File: config.mk
export PLATFORM = sky130hd
export DESIGN_NAME = instr_split_queue
export DESIGN_NICKNAME = d
export VERILOG_FILES = /design/src/rtl/instr_pkg.sv /design/src/rtl/instr_field_split.sv /design/src/rtl/instr_split_queue.sv
export SDC_FILE = /design/constraint.sdc
export NUM_CORES = 1
export LEC_CHECK = 0
export ABC_CLOCK_PERIOD_IN_PS = 5200
export BUFFER_PORTS_ARGS = -buffer_cell sky130_fd_sc_hd__clkbuf_2
export CORE_UTILIZATION = 59
export DETAILED_ROUTE_END_ITERATION = 10
export PLACE_DENSITY = 0.95
export SLEW_MARGIN = 20
export SYNTH_ARGS = -nofsm -noshare
export SYNTH_HDL_FRONTEND = slang
export SYNTH_SLANG_ARGS = --single-unit
File: constraint.sdc
create_clock -name clk -period 5.2 [get_ports clk]
set_input_delay 1.04 -clock clk [delete_from_list [all_inputs] [get_ports clk]]
set_output_delay 1.04 -clock clk [all_outputs]
set_load 0.005 [all_outputs]
File: src/rtl/instr_pkg.sv
// Shared MIPS instruction-word layout: field bit positions, opcodes with
// special immediate handling, and the split-field bundle type.
package instr_pkg;

    localparam int OPCODE_HI = 31;
    localparam int OPCODE_LO = 26;
    localparam int RS_HI     = 25;
    localparam int RS_LO     = 21;
    localparam int RT_HI     = 20;
    localparam int RT_LO     = 16;
    localparam int RD_HI     = 15;
    localparam int RD_LO     = 11;
    localparam int SHAMT_HI  = 10;
    localparam int SHAMT_LO  = 6;
    localparam int FUNCT_HI  = 5;
    localparam int FUNCT_LO  = 0;
    localparam int IMM_HI    = 15;
    localparam int IMM_LO    = 0;
    localparam int JINDEX_HI = 25;
    localparam int JINDEX_LO = 0;

    localparam logic [5:0] OP_RTYPE = 6'h00;
    localparam logic [5:0] OP_ANDI  = 6'h0C;
    localparam logic [5:0] OP_ORI   = 6'h0D;
    localparam logic [5:0] OP_XORI  = 6'h0E;
    localparam logic [5:0] OP_LUI   = 6'h0F;

    typedef struct packed {
        logic [5:0]  opcode;
        logic [4:0]  rs;
        logic [4:0]  rt;
        logic [4:0]  rd;
        logic [4:0]  shamt;
        logic [5:0]  funct;
        logic [15:0] immediate;
        logic [25:0] jindex;
    } instr_fields_t;

endpackage

File: src/rtl/instr_field_split.sv
// Combinational splitter: one 32-bit instruction word into R/I/J fields plus
// an EXT_WIDTH immediate (zero-extended for logical ops, sign-extended otherwise).
module instr_field_split
    import instr_pkg::*;
#(
    parameter int EXT_WIDTH = 32
) (
    input  logic [31:0]          i_instr,
    output instr_fields_t        o_fields,
    output logic [EXT_WIDTH-1:0] o_imm_ext
);

    function automatic logic [EXT_WIDTH-1:0] extend_imm(input logic [5:0]  op,
                                                        input logic [15:0] imm);
        if (op == OP_ANDI || op == OP_ORI || op == OP_XORI)
            return EXT_WIDTH'(imm);
        return EXT_WIDTH'($signed(imm));
    endfunction

    assign o_fields.opcode    = i_instr[OPCODE_HI:OPCODE_LO];
    assign o_fields.rs        = i_instr[RS_HI:RS_LO];
    assign o_fields.rt        = i_instr[RT_HI:RT_LO];
    assign o_fields.rd        = i_instr[RD_HI:RD_LO];
    assign o_fields.shamt     = i_instr[SHAMT_HI:SHAMT_LO];
    assign o_fields.funct     = i_instr[FUNCT_HI:FUNCT_LO];
    assign o_fields.immediate = i_instr[IMM_HI:IMM_LO];
    assign o_fields.jindex    = i_instr[JINDEX_HI:JINDEX_LO];
    assign o_imm_ext          = extend_imm(i_instr[OPCODE_HI:OPCODE_LO],
                                           i_instr[IMM_HI:IMM_LO]);

endmodule

File: src/rtl/instr_split_queue.sv
// DEPTH-entry fetch-to-decode instruction queue presenting split fields of the head word.
// Optional same-cycle bypass into an empty queue: define INSTR_SPLIT_BYPASS_EN.
module instr_split_queue
    import instr_pkg::*;
#(
    parameter int DEPTH     = 4,
    parameter int EXT_WIDTH = 32,
    parameter int PC_WIDTH  = 32
) (
    input  logic                   clk,
    input  logic                   rst,
    input  logic                   flush,
    input  logic                   in_valid,
    output logic                   in_ready,
    input  logic [31:0]            in_instr,
    input  logic [PC_WIDTH-1:0]    in_pc,
    output logic                   out_valid,
    input  logic                   out_ready,
    output logic [5:0]             opcode,
    output logic [4:0]             rs,
    output logic [4:0]             rt,
    output logic [4:0]             rd,
    output logic [4:0]             shamt,
    output logic [5:0]             funct,
    output logic [15:0]            immediate,
    output logic [EXT_WIDTH-1:0]   imm_ext,
    output logic [25:0]            jindex,
    output logic [PC_WIDTH-1:0]    out_pc,
    output logic [$clog2(DEPTH):0] count
);

    localparam int PW = $clog2(DEPTH);
    localparam int CW = PW + 1;
    localparam logic [CW-1:0] FULL_CNT = CW'(DEPTH);

    logic [31:0]          r_instr [DEPTH];
    logic [PC_WIDTH-1:0]  r_pc    [DEPTH];
    logic [PW-1:0]        r_rd_ptr;
    logic [PW-1:0]        r_wr_ptr;
    logic [CW-1:0]        r_count;

    logic                 w_empty;
    logic                 w_push;
    logic                 w_store;
    logic                 w_deq;
    logic [31:0]          w_head_instr;
    logic [PC_WIDTH-1:0]  w_head_pc;
    instr_fields_t        w_head_fields;
    logic [EXT_WIDTH-1:0] w_head_imm_ext;
    instr_fields_t        w_fields;
    logic [EXT_WIDTH-1:0] w_imm_ext;
    logic [PC_WIDTH-1:0]  w_pc;

    assign w_empty  = (r_count == '0);
    assign in_ready = (r_count != FULL_CNT);
    assign w_push   = in_valid & in_ready;
    assign count    = r_count;

    // Empty queue reads as an all-zero word so every field output is 0.
    assign w_head_instr = w_empty ? '0 : r_instr[r_rd_ptr];
    assign w_head_pc    = w_empty ? '0 : r_pc[r_rd_ptr];

    instr_field_split #(.EXT_WIDTH(EXT_WIDTH)) u_split_head (
        .i_instr   (w_head_instr),
        .o_fields  (w_head_fields),
        .o_imm_ext (w_head_imm_ext)
    );

`ifdef INSTR_SPLIT_BYPASS_EN
    logic [31:0]          w_byp_instr;
    instr_fields_t        w_byp_fields;
    logic [EXT_WIDTH-1:0] w_byp_imm_ext;

    // A word consumed straight through an empty queue is never stored.
    assign out_valid   = w_empty ? (in_valid & ~flush) : 1'b1;
    assign w_store     = w_push & ~flush & ~(w_empty & out_ready);
    assign w_deq       = out_valid & out_ready & ~w_empty;
    assign w_byp_instr = out_valid ? in_instr : '0;

    instr_field_split #(.EXT_WIDTH(EXT_WIDTH)) u_split_byp (
        .i_instr   (w_byp_instr),
        .o_fields  (w_byp_fields),
        .o_imm_ext (w_byp_imm_ext)
    );

    assign w_fields  = w_empty ? w_byp_fields  : w_head_fields;
    assign w_imm_ext = w_empty ? w_byp_imm_ext : w_head_imm_ext;
    assign w_pc      = w_empty ? (out_valid ? in_pc : '0) : w_head_pc;
`else
    assign out_valid = ~w_empty;
    assign w_store   = w_push & ~flush;
    assign w_deq     = out_valid & out_ready;
    assign w_fields  = w_head_fields;
    assign w_imm_ext = w_head_imm_ext;
    assign w_pc      = w_head_pc;
`endif

    assign opcode    = w_fields.opcode;
    assign rs        = w_fields.rs;
    assign rt        = w_fields.rt;
    assign rd        = w_fields.rd;
    assign shamt     = w_fields.shamt;
    assign funct     = w_fields.funct;
    assign immediate = w_fields.immediate;
    assign jindex    = w_fields.jindex;
    assign imm_ext   = w_imm_ext;
    assign out_pc    = w_pc;

    // Queue control: rst beats flush beats push/pop.
    always_ff @(posedge clk) begin
        if (rst) begin
            r_rd_ptr <= '0;
            r_wr_ptr <= '0;
            r_count  <= '0;
        end else if (flush) begin
            r_rd_ptr <= '0;
            r_wr_ptr <= '0;
            r_count  <= '0;
        end else begin
            if (w_store) r_wr_ptr <= r_wr_ptr + PW'(1);
            if (w_deq)   r_rd_ptr <= r_rd_ptr + PW'(1);
            if (w_store && !w_deq)      r_count <= r_count + CW'(1);
            else if (!w_store && w_deq) r_count <= r_count - CW'(1);
        end
    end

    // Entry storage: no reset, validity is tracked by the pointers.
    always_ff @(posedge clk) begin
        if (w_store) begin
            r_instr[r_wr_ptr] <= in_instr;
            r_pc[r_wr_ptr]    <= in_pc;
        end
    end

endmodule

==> results.py, run 1 <==
metrics = {
    "outcome": {
        "status": "finished, final reports clean",
    },
    "setup_path": {
        "reg2reg_depth": 8,
        "cp_data_required_time_ns": 4.16,
        "setup.worst_path.start_class": "flip-flop",
        "crit_path_max_fanout": 36,
        "crit_chain": "buf_4 > mux4_2 > and2_1 > clkbuf_2",
        "crit_cells": 4,
        "arrival_ns": 2.85,
        "cpLargestDelayFamily": "flip-flops",
        "end_kind": "output port",
        "worst-path-buf-inv": 2,
        "crit_path_top_delay_cell": "dfxtp_4",
        "path_class": "flip-flop to output port",
        "critical-path-max-stage-delay_ns": 0.80,
    },
    "power": {
        "p_leak_nw": 4.393,
        "p_per_area_nw_per_um2": 371.6,
        "power_w": 0.004527,
        "vdd_drop_max_uv": 278.1,
    },
    "timing": {
        "setup_tns_ns": 0,
        "whs_ns": 0.5422,
        "period_share_pct": 74.84,
        "rsz0062_at_grt": "false",
        "slew_headroom_pct": 33.61,
        "fmax_mhz": 256.9,
        "finClkSkew_ns": 0.006903,
        "slew_viol_final": 0,
        "setup_slack_ns": 1.308,
        "finalCriticalPeriod_ns": 3.892,
        "worst_slew_pin_slew_ns": 0.9958,
        "final-setup-viol-count": 0,
        "finalHoldViolations": 0,
    },
    "die": {
        "ioPinCount": 212,
        "start_util_pct": 61.21,
        "rows": 48,
        "die_w_um": 136.7,
        "chipHeight_um": 136.7,
        "core_area_um2": 17480,
        "dieArea_um2": 18670,
    },
    "cells_and_area": {
        "finalNetCount": 755,
        "syn_to_final_growth_pct": 13.88,
        "fillers": 1073,
        "drive_above_1_share_pct": 46.25,
        "finish.utilization_pct": 69.71,
        "diodes": 0,
    },
    "cts": {
        "path_clk_slew_ns": 0.06,
        "clockBufferDepth": 3,
        "insertion_delay_ns": 0.51,
        "cts_buffers": 26,
        "cts_sinks": 265,
        "cts_setup_buffers": 0,
        "h-tree-depth": 1,
        "root_buffer": "clkbuf_16",
        "cts_resized": 0,
        "ctsHoldBuffers": 0,
        "cts_tree": "done",
    },
    "detailed_routing": {
        "routedWlPerCell_um": 20.70,
        "routed-wl-met3_mm": 1.345,
        "drt-pass1-iter-count": 4,
        "wl_met2_mm": 9.863,
        "routed_wl_mm": 19.03,
        "drc": 0,
        "ant_nets": 0,
        "vias": 5223,
        "vias_per_cell": 5.683,
        "top_layer_used": "met4",
        "drt_iter0_markers": 292,
        "route.layer.met1.wl_mm": 7.390,
    },
    "global_route": {
        "grt_pass1_wl_mm": 28.96,
        "grt_max_degree": 65,
        "grt_pass1_vias": 5529,
        "grtUsageTotal_pct": 20.91,
        "grt_overflow": 0,
        "antenna_found_initial": 0,
    },
    "synth": {
        "ys_types": 26,
        "syn_nets": 607,
        "synth_warnings": 0,
        "synth-seq-area-share_pct": 73.54,
        "syn_area_um2": 10700,
        "syn-instance-count": 532,
        "ys_ff_latch": 265,
        "postSynthAreaPerCell_um2": 20.11,
    },
    "min_path": {
        "hold_path_depth": 2,
        "worst_hold_path_type": "flip-flop to flip-flop",
    },
    "placement": {
        "post-place-ws_ns": 1.701,
        "hpwl_mm": 11.60,
        "gp_congestion": 0.7368,
        "portBuffers": 211,
    },
    "run": {
        "max-cap-violations": 0,
    },
}
layout make-up:
type                            instances  area (µm²)  share of cell area (%)
Clock inverter                         10       96.34                  0.7908
Sequential cell                       265        7875                   64.64
Tap cell                              225       281.5                   2.311
Inverter                                6       22.52                  0.1849
Clock buffer                           32       694.4                   5.700
Timing Repair Buffer                  215        1086                   8.914
Multi-Input combinational cell        166        2127                   17.46
cell usage in the layout, fill, tap and decap left out, drive strengths merged:
cell	instances
mux2i	1
o31ai	1
nor2	5
ha	5
clkinv	8
a31oi	1
xor2	4
nand3	2
o21ai	3
clkbuf	243
bufinv	2
nor3	1
a21oi	3
nor3b	2
or3	2
edfxtp	256
and2	67
nand2	2
dfxtp	9
or2	1
mux4	64
inv	6
o311ai	1
buf	4
fa	1
power breakdown:
part           total, W  switching, W  leakage (nW)  internal, W
Combinational  0.000370      0.000194          1.60     0.000176
Sequential      0.00240     0.0000201          2.40      0.00238
Clock           0.00175      0.000718         0.391      0.00103
kinds of logic (layout without fill, tap and decap cells):
family	count (synthesis)	in the layout	synth area share, %
compound gates	9	9	0.4912
xor+xnor	4	4	0.3275
mux	65	65	13.57
buf+inv	101	263	6.678
flops	265	265	73.54
fa+ha+maj	6	6	0.7719
simple gates	82	82	4.620
through the flow:
stage          std cells  area, µm²
2_1_floorplan        532      10700
3_3_place_gp         877      11390
3_5_place_dp         877      11390
4_1_cts              919      12180
5_1_grt              919      12180
6_report             919      12180
path summary, 6_finish.rpt:
path	from	end	slack (ns)
worst max-delay path	flip-flop	out_pc[7]	1.31
worst min-delay path	r_wr_ptr[1]	r_wr_ptr[1]	0.54
worst max register to register	count[0]	count[2]	2.43
worst min register to register	r_wr_ptr[1]	r_wr_ptr[1]	0.54
per-layer routing:
| metal | up-vias | GRT usage [%] |
|---|---|---|
| met5 | - | 0 |
| met4 | 0 | 7.593 |
| met3 | 38 | 4.037 |
| met2 | 249 | 36.38 |
| met1 | 2637 | 26.25 |
| li1 | 2299 | - |
registers in the layout (all words and copies together) (netlist names), named ones only:
| register | count |
|---|---|
| r_instr | 128 |
| r_pc | 128 |
| count | 3 |
| r_rd_ptr | 2 |
| r_wr_ptr | 2 |
tightest hold or removal path, delay by kind of cell (launching register included):
kind               cells  cell delay (ns)
DFF                    1             0.34
AOI/OAI and AO/OA      2             0.16
synthesized netlist by cell type:
cell,count,area [µm²]
nor3_1,1,5.000
or3_1,2,12.51
buf_6,7,78.83
and2_1,67,419.2
edfxtp_1,256,7687
a21oi_1,3,15.01
o31ai_1,1,7.510
buf_4,73,548.0
or2_2,1,6.260
nand3_1,2,10.01
mux2i_1,1,10.01
dfxtp_1,9,180.2
fa_1,1,20.02
nor2_1,5,18.77
ha_1,5,62.56
nor3b_1,2,15.01
mux4_2,64,1441
inv_1,6,22.52
a31oi_1,1,6.260
buf_2,6,30.03
xor2_1,4,35.03
clkbuf_2,1,5.000
clkbuf_1,8,30.03
o311ai_0,1,8.760
o21ai_0,3,15.01
nand2_1,2,7.510
No activity file was read; power rests on OpenSTA's default activity.
==> inputs of run 2 (changes only) <==
--- a/config.mk
+++ b/config.mk
@@ -5,11 +5,11 @@
 export SDC_FILE = /design/constraint.sdc
 export NUM_CORES = 1
 export LEC_CHECK = 0
-export ABC_CLOCK_PERIOD_IN_PS = 5200
+export ABC_CLOCK_PERIOD_IN_PS = 3240
 export BUFFER_PORTS_ARGS = -buffer_cell sky130_fd_sc_hd__clkbuf_2
-export CORE_UTILIZATION = 59
+export CORE_UTILIZATION = 50
 export DETAILED_ROUTE_END_ITERATION = 10
-export PLACE_DENSITY = 0.95
+export PLACE_DENSITY = 0.87
 export SLEW_MARGIN = 20
 export SYNTH_ARGS = -nofsm -noshare
 export SYNTH_HDL_FRONTEND = slang
==> constraint.sdc (replaced) <==
create_clock -name clk -period 3.24 [get_ports clk]
set_input_delay 0.648 -clock clk [delete_from_list [all_inputs] [get_ports clk]]
set_output_delay 0.648 -clock clk [all_outputs]
set_load 0.005 [all_outputs]
==> results.py, run 2 (synthesized netlist as in run 1, its figures left out) <==
metrics = {
    "timing": {
        "finClkSkew_ns": 0.01203,
        "rsz0062_at_grt": "false",
        "finalHoldViolations": 0,
        "setup_tns_ns": 0,
        "whs_ns": 0.3520,
        "period_share_pct": 93.05,
        "finalCriticalPeriod_ns": 3.015,
        "final-setup-viol-count": 0,
        "worst_slew_pin_slew_ns": 0.6433,
        "slew_viol_final": 0,
        "fmax_mhz": 331.7,
        "slew_headroom_pct": 56.78,
    },
    "setup_path": {
        "crit_chain": "or3_2 > buf_4 > and2_1 > clkbuf_2",
        "arrival_ns": 2.37,
        "cpLargestDelayFamily": "simple AND/OR/NAND/NOR gates",
        "critical-path-max-stage-delay_ns": 0.70,
        "reg2reg_depth": 8,
        "setup.worst_path.start_class": "flip-flop",
        "crit_path_top_delay_cell": "or3_2",
        "crit_cells": 4,
        "crit_path_max_fanout": 46,
        "cp_data_required_time_ns": 2.59,
        "worst-path-buf-inv": 2,
        "end_kind": "output port",
        "path_class": "flip-flop to output port",
    },
    "die": {
        "chipHeight_um": 148.3,
        "die_w_um": 148.3,
        "dieArea_um2": 21980,
        "ioPinCount": 212,
        "start_util_pct": 50.89,
        "rows": 53,
        "core_area_um2": 21020,
    },
    "cts": {
        "ctsHoldBuffers": 0,
        "cts_buffers": 27,
        "path_clk_slew_ns": 0.06,
        "h-tree-depth": 1,
        "insertion_delay_ns": 0.51,
        "cts_setup_buffers": 0,
        "root_buffer": "clkbuf_16",
        "cts_tree": "done",
        "cts_sinks": 265,
        "cts_resized": 0,
        "clockBufferDepth": 3,
    },
    "placement": {
        "hpwl_mm": 12.40,
        "placed_area_um2": 11590,
        "dp_cells": 939,
        "portBuffers": 211,
        "gp_congestion": 0.7337,
    },
    "detailed_routing": {
        "ant_nets": 0,
        "drc": 0,
        "vias_per_cell": 5.220,
        "drt_iter0_markers": 253,
        "drt-pass1-iter-count": 4,
        "routedWlPerCell_um": 19.75,
        "vias": 5173,
        "routed_wl_mm": 19.57,
    },
    "cells_and_area": {
        "layout_common_cells": "edfxtp_1 (256), clkbuf_2 (211), mux4_2 (64)",
        "fin_area_um2": 12500,
        "fin_cells": 991,
        "finalNetCount": 768,
        "final_common_cell": "edfxtp_1",
        "syn_to_final_growth_pct": 16.83,
        "drive_above_1_share_pct": 47.12,
    },
    "global_route": {
        "grt_pass1_vias": 5345,
        "antenna_found_initial": 3,
        "grtUsageTotal_pct": 18.27,
        "grt_max_degree": 47,
        "grt_pass1_wl_mm": 29.99,
        "grt_overflow": 0,
    },
    "min_path": {
        "hold_path_depth": 1,
        "worst_hold_path_type": "input pin to flip-flop",
    },
    "power": {
        "p_per_area_nw_per_um2": 603.8,
        "vdd_drop_max_uv": 446.3,
        "p_leak_nw": 4.514,
    },
    "run": {
        "max-cap-violations": 0,
    },
    "outcome": {
        "status": "finished, final reports clean",
    },
}
run 2: cell types whose count changed in the layout (fill, tap and decap cells not counted), sizes merged:
cell	before	now
bufinv	2	4
diode	0	3
clkinv	8	5
clkbuf	243	250
buf	4	16
inv	6	7
run 2: final cells by class:
type	count	area, µm²
Antenna cell	3	7.507
Clock buffer	39	740.7
Clock inverter	10	151.4
Fill cell	1565	8523
Inverter	6	22.52
Multi-Input combinational cell	166	2127
Sequential cell	265	7875
Tap cell	275	344.1
Timing Repair Buffer	227	1230
run 2: through the flow:
stage	total power [W]	setup slack, ns	utilization, %
6_report	0.007546	0.2253	59.45
3_5_place_dp	0.004539	0.5180	55.16
5_1_grt	0.007825	0.03217	59.43
4_1_cts	0.007620	0.1153	59.40
2_1_floorplan	0.004339	0.2389	-
3_3_place_gp	0.004524	0.6331	55.16
run 2: final timing paths:
check / endpoint / from / slack (ns)
max reg2reg: count[2] / count[0] / 0.69
max: jindex[1] / count[1] / 0.23
min: r_pc[3][26] / in_pc[26] / 0.35
min reg2reg: r_wr_ptr[1] / r_wr_ptr[1] / 0.52
run 2: power by group:
| part | internal [W] | switching [W] | leakage (nW) |
|---|---|---|---|
| Clock | 0.00190 | 0.00119 | 0.435 |
| Combinational | 0.000289 | 0.000318 | 1.68 |
| Sequential | 0.00383 | 0.0000229 | 2.40 |
run 2: layer usage:
layer	GRT usage [%]	routed length [µm]	share of wire [%]
met5	0	0	0
met2	31.48	10070	51
met4	4.175	184	0.94
met1	24.15	8166	42
met3	3.528	1149	5.9
==> inputs of run 3 (changes only) <==
==> constraint.sdc (replaced) <==
create_clock -name clk -period 3.24 [get_ports clk]
set_input_delay 0.648 -clock clk [delete_from_list [all_inputs] [get_ports clk]]
set_output_delay 0.648 -clock clk [all_outputs]
set_load 0.02 [all_outputs]
==> results.py, run 3 (synthesized netlist as in run 1, its figures left out) <==
metrics = {
    "outcome": {
        "status": "finished, final reports clean",
    },
    "timing": {
        "period_share_pct": 92.24,
        "rsz0062_at_grt": "false",
        "fmax_mhz": 334.6,
        "slew_viol_final": 0,
        "finalHoldViolations": 0,
        "finClkSkew_ns": 0.01184,
        "slew_headroom_pct": 61.67,
        "worst_slew_pin_slew_ns": 0.5705,
        "setup_tns_ns": 0,
        "final-setup-viol-count": 0,
        "finalCriticalPeriod_ns": 2.989,
    },
    "cts": {
        "h-tree-depth": 1,
        "clockBufferDepth": 3,
        "cts_tree": "done",
        "insertion_delay_ns": 0.53,
        "path_clk_slew_ns": 0.06,
        "cts_buffers": 27,
        "ctsHoldBuffers": 0,
        "cts_sinks": 265,
        "root_buffer": "clkbuf_16",
    },
    "setup_path": {
        "reg2reg_slack_ns": 0.72,
        "crit_path_max_fanout": 16,
        "reg2reg_depth": 8,
        "arrival_ns": 2.34,
        "regToRegEndpoint": "count[2]",
        "end_kind": "output port",
        "critPathCapture": "imm_ext[22]",
        "path_class": "flip-flop to output port",
        "setup.worst_path.start_class": "flip-flop",
        "r2r_start": "count[0]",
        "cp_data_required_time_ns": 2.59,
    },
    "run": {
        "max-cap-violations": 0,
    },
    "die": {
        "core_area_um2": 21020,
        "dieArea_um2": 21980,
        "rows": 53,
        "die_w_um": 148.3,
        "chipHeight_um": 148.3,
        "ioPinCount": 212,
        "start_util_pct": 50.89,
    },
    "global_route": {
        "grtUsageMet2_pct": 31.97,
        "grtUsageTotal_pct": 18.18,
        "grt_overflow": 0,
        "grt_use_met1_pct": 23.18,
        "grt_pass1_vias": 5311,
        "grt_max_degree": 42,
        "antenna_found_initial": 2,
        "grtUsageMet3_pct": 4.080,
        "busiest_layer": "met2",
        "grt_pass1_wl_mm": 29.79,
    },
    "detailed_routing": {
        "routedWlPerCell_um": 19.67,
        "routed_wl_mm": 19.57,
        "drc": 0,
        "vias": 5182,
        "drt_iter0_markers": 262,
        "drt-pass1-iter-count": 4,
        "vias_per_cell": 5.208,
        "ant_nets": 0,
    },
    "cells_and_area": {
        "finalNetCount": 772,
        "fillers": 1544,
        "syn_to_final_growth_pct": 16.85,
        "final_common_cell": "edfxtp_1",
        "layout_common_cells": "edfxtp_1 (256), clkbuf_2 (211), mux4_2 (64)",
        "drive_above_1_share_pct": 46.94,
        "finish.utilization_pct": 59.47,
    },
    "power": {
        "vdd_drop_max_uv": 331.3,
        "p_leak_nw": 4.508,
        "p_per_area_nw_per_um2": 605.7,
        "power_w": 0.007571,
    },
    "min_path": {
        "worst_hold_path_type": "input pin to flip-flop",
        "hold_path_depth": 1,
    },
    "placement": {
        "portBuffers": 211,
        "hpwl_mm": 12.58,
        "gp_congestion": 0.8006,
    },
}
==> run 3: worst min path at each step <==
| stage | endpoint | slack (ns) | start |
|---|---|---|---|
| 2_1_floorplan | r_wr_ptr[0] | 0.48 | r_wr_ptr[0] |
| 3_5_place_dp | r_wr_ptr[1] | 0.51 | r_wr_ptr[1] |
| 5_1_grt | r_pc[2][19] | 0.31 | in_pc[19] |
| 4_1_cts | r_pc[0][19] | 0.31 | in_pc[19] |
| 6_report | r_pc[1][19] | 0.34 | in_pc[19] |
| 3_3_place_gp | flip-flop | 0.50 | r_rd_ptr[1] |
==> run 3: routing by layer <==
layer / vias to the layer above / share of wire, %
li1: 2342 / -
met1: 2624 / 41
met2: 193 / 52
met3: 23 / 6.2
met4: 0 / 1.2
met5: - / 0
==> run 3: through the flow <==
step	hold WS (ns)	setup slack [ns]	cells	cell area [µm²]
finish	0.3358	0.2514	995	12500
global route	0.3122	0.07697	993	12500
CTS	0.3088	0.03600	991	12460
detailed placement	0.5107	0.5503	941	11630
global placement	0.5023	0.6145	941	11630
floorplan	0.4837	0.1413	532	10700
==> run 3: area by class of cell <==
cell class / count / area [µm²] / share of cell area, %
Sequential cell: 265 / 7875 / 63.00
Multi-Input combinational cell: 166 / 2131 / 17.05
Timing Repair Buffer: 231 / 1296 / 10.37
Clock buffer: 34 / 701.9 / 5.615
Tap cell: 275 / 344.1 / 2.752
Clock inverter: 16 / 125.1 / 1.001
Inverter: 6 / 22.52 / 0.1802
Antenna cell: 2 / 5.005 / 0.04004
==> run 3: critical path: stages (launching register included) <==
cell and delay, ns:
dfxtp_4 0.49, mux4_2 0.56, nor3b_1 0.16, a31oi_1 0.19, buf_4 0.22, clkbuf_2 0.19
==> run 3: repair_timing <==
action,CTS,global route
resized for setup,0,1
setup buffers,0,2
endpoints found under the setup margin,0,48
==> run 3: power breakdown <==
group / internal [W] / switching, W / leakage, nW
logic: 0.000296 / 0.000536 / 1.71
registers: 0.00383 / 0.0000239 / 2.40
clock network: 0.00168 / 0.00121 / 0.400
total: 0.00581 / 0.00176 / 4.51
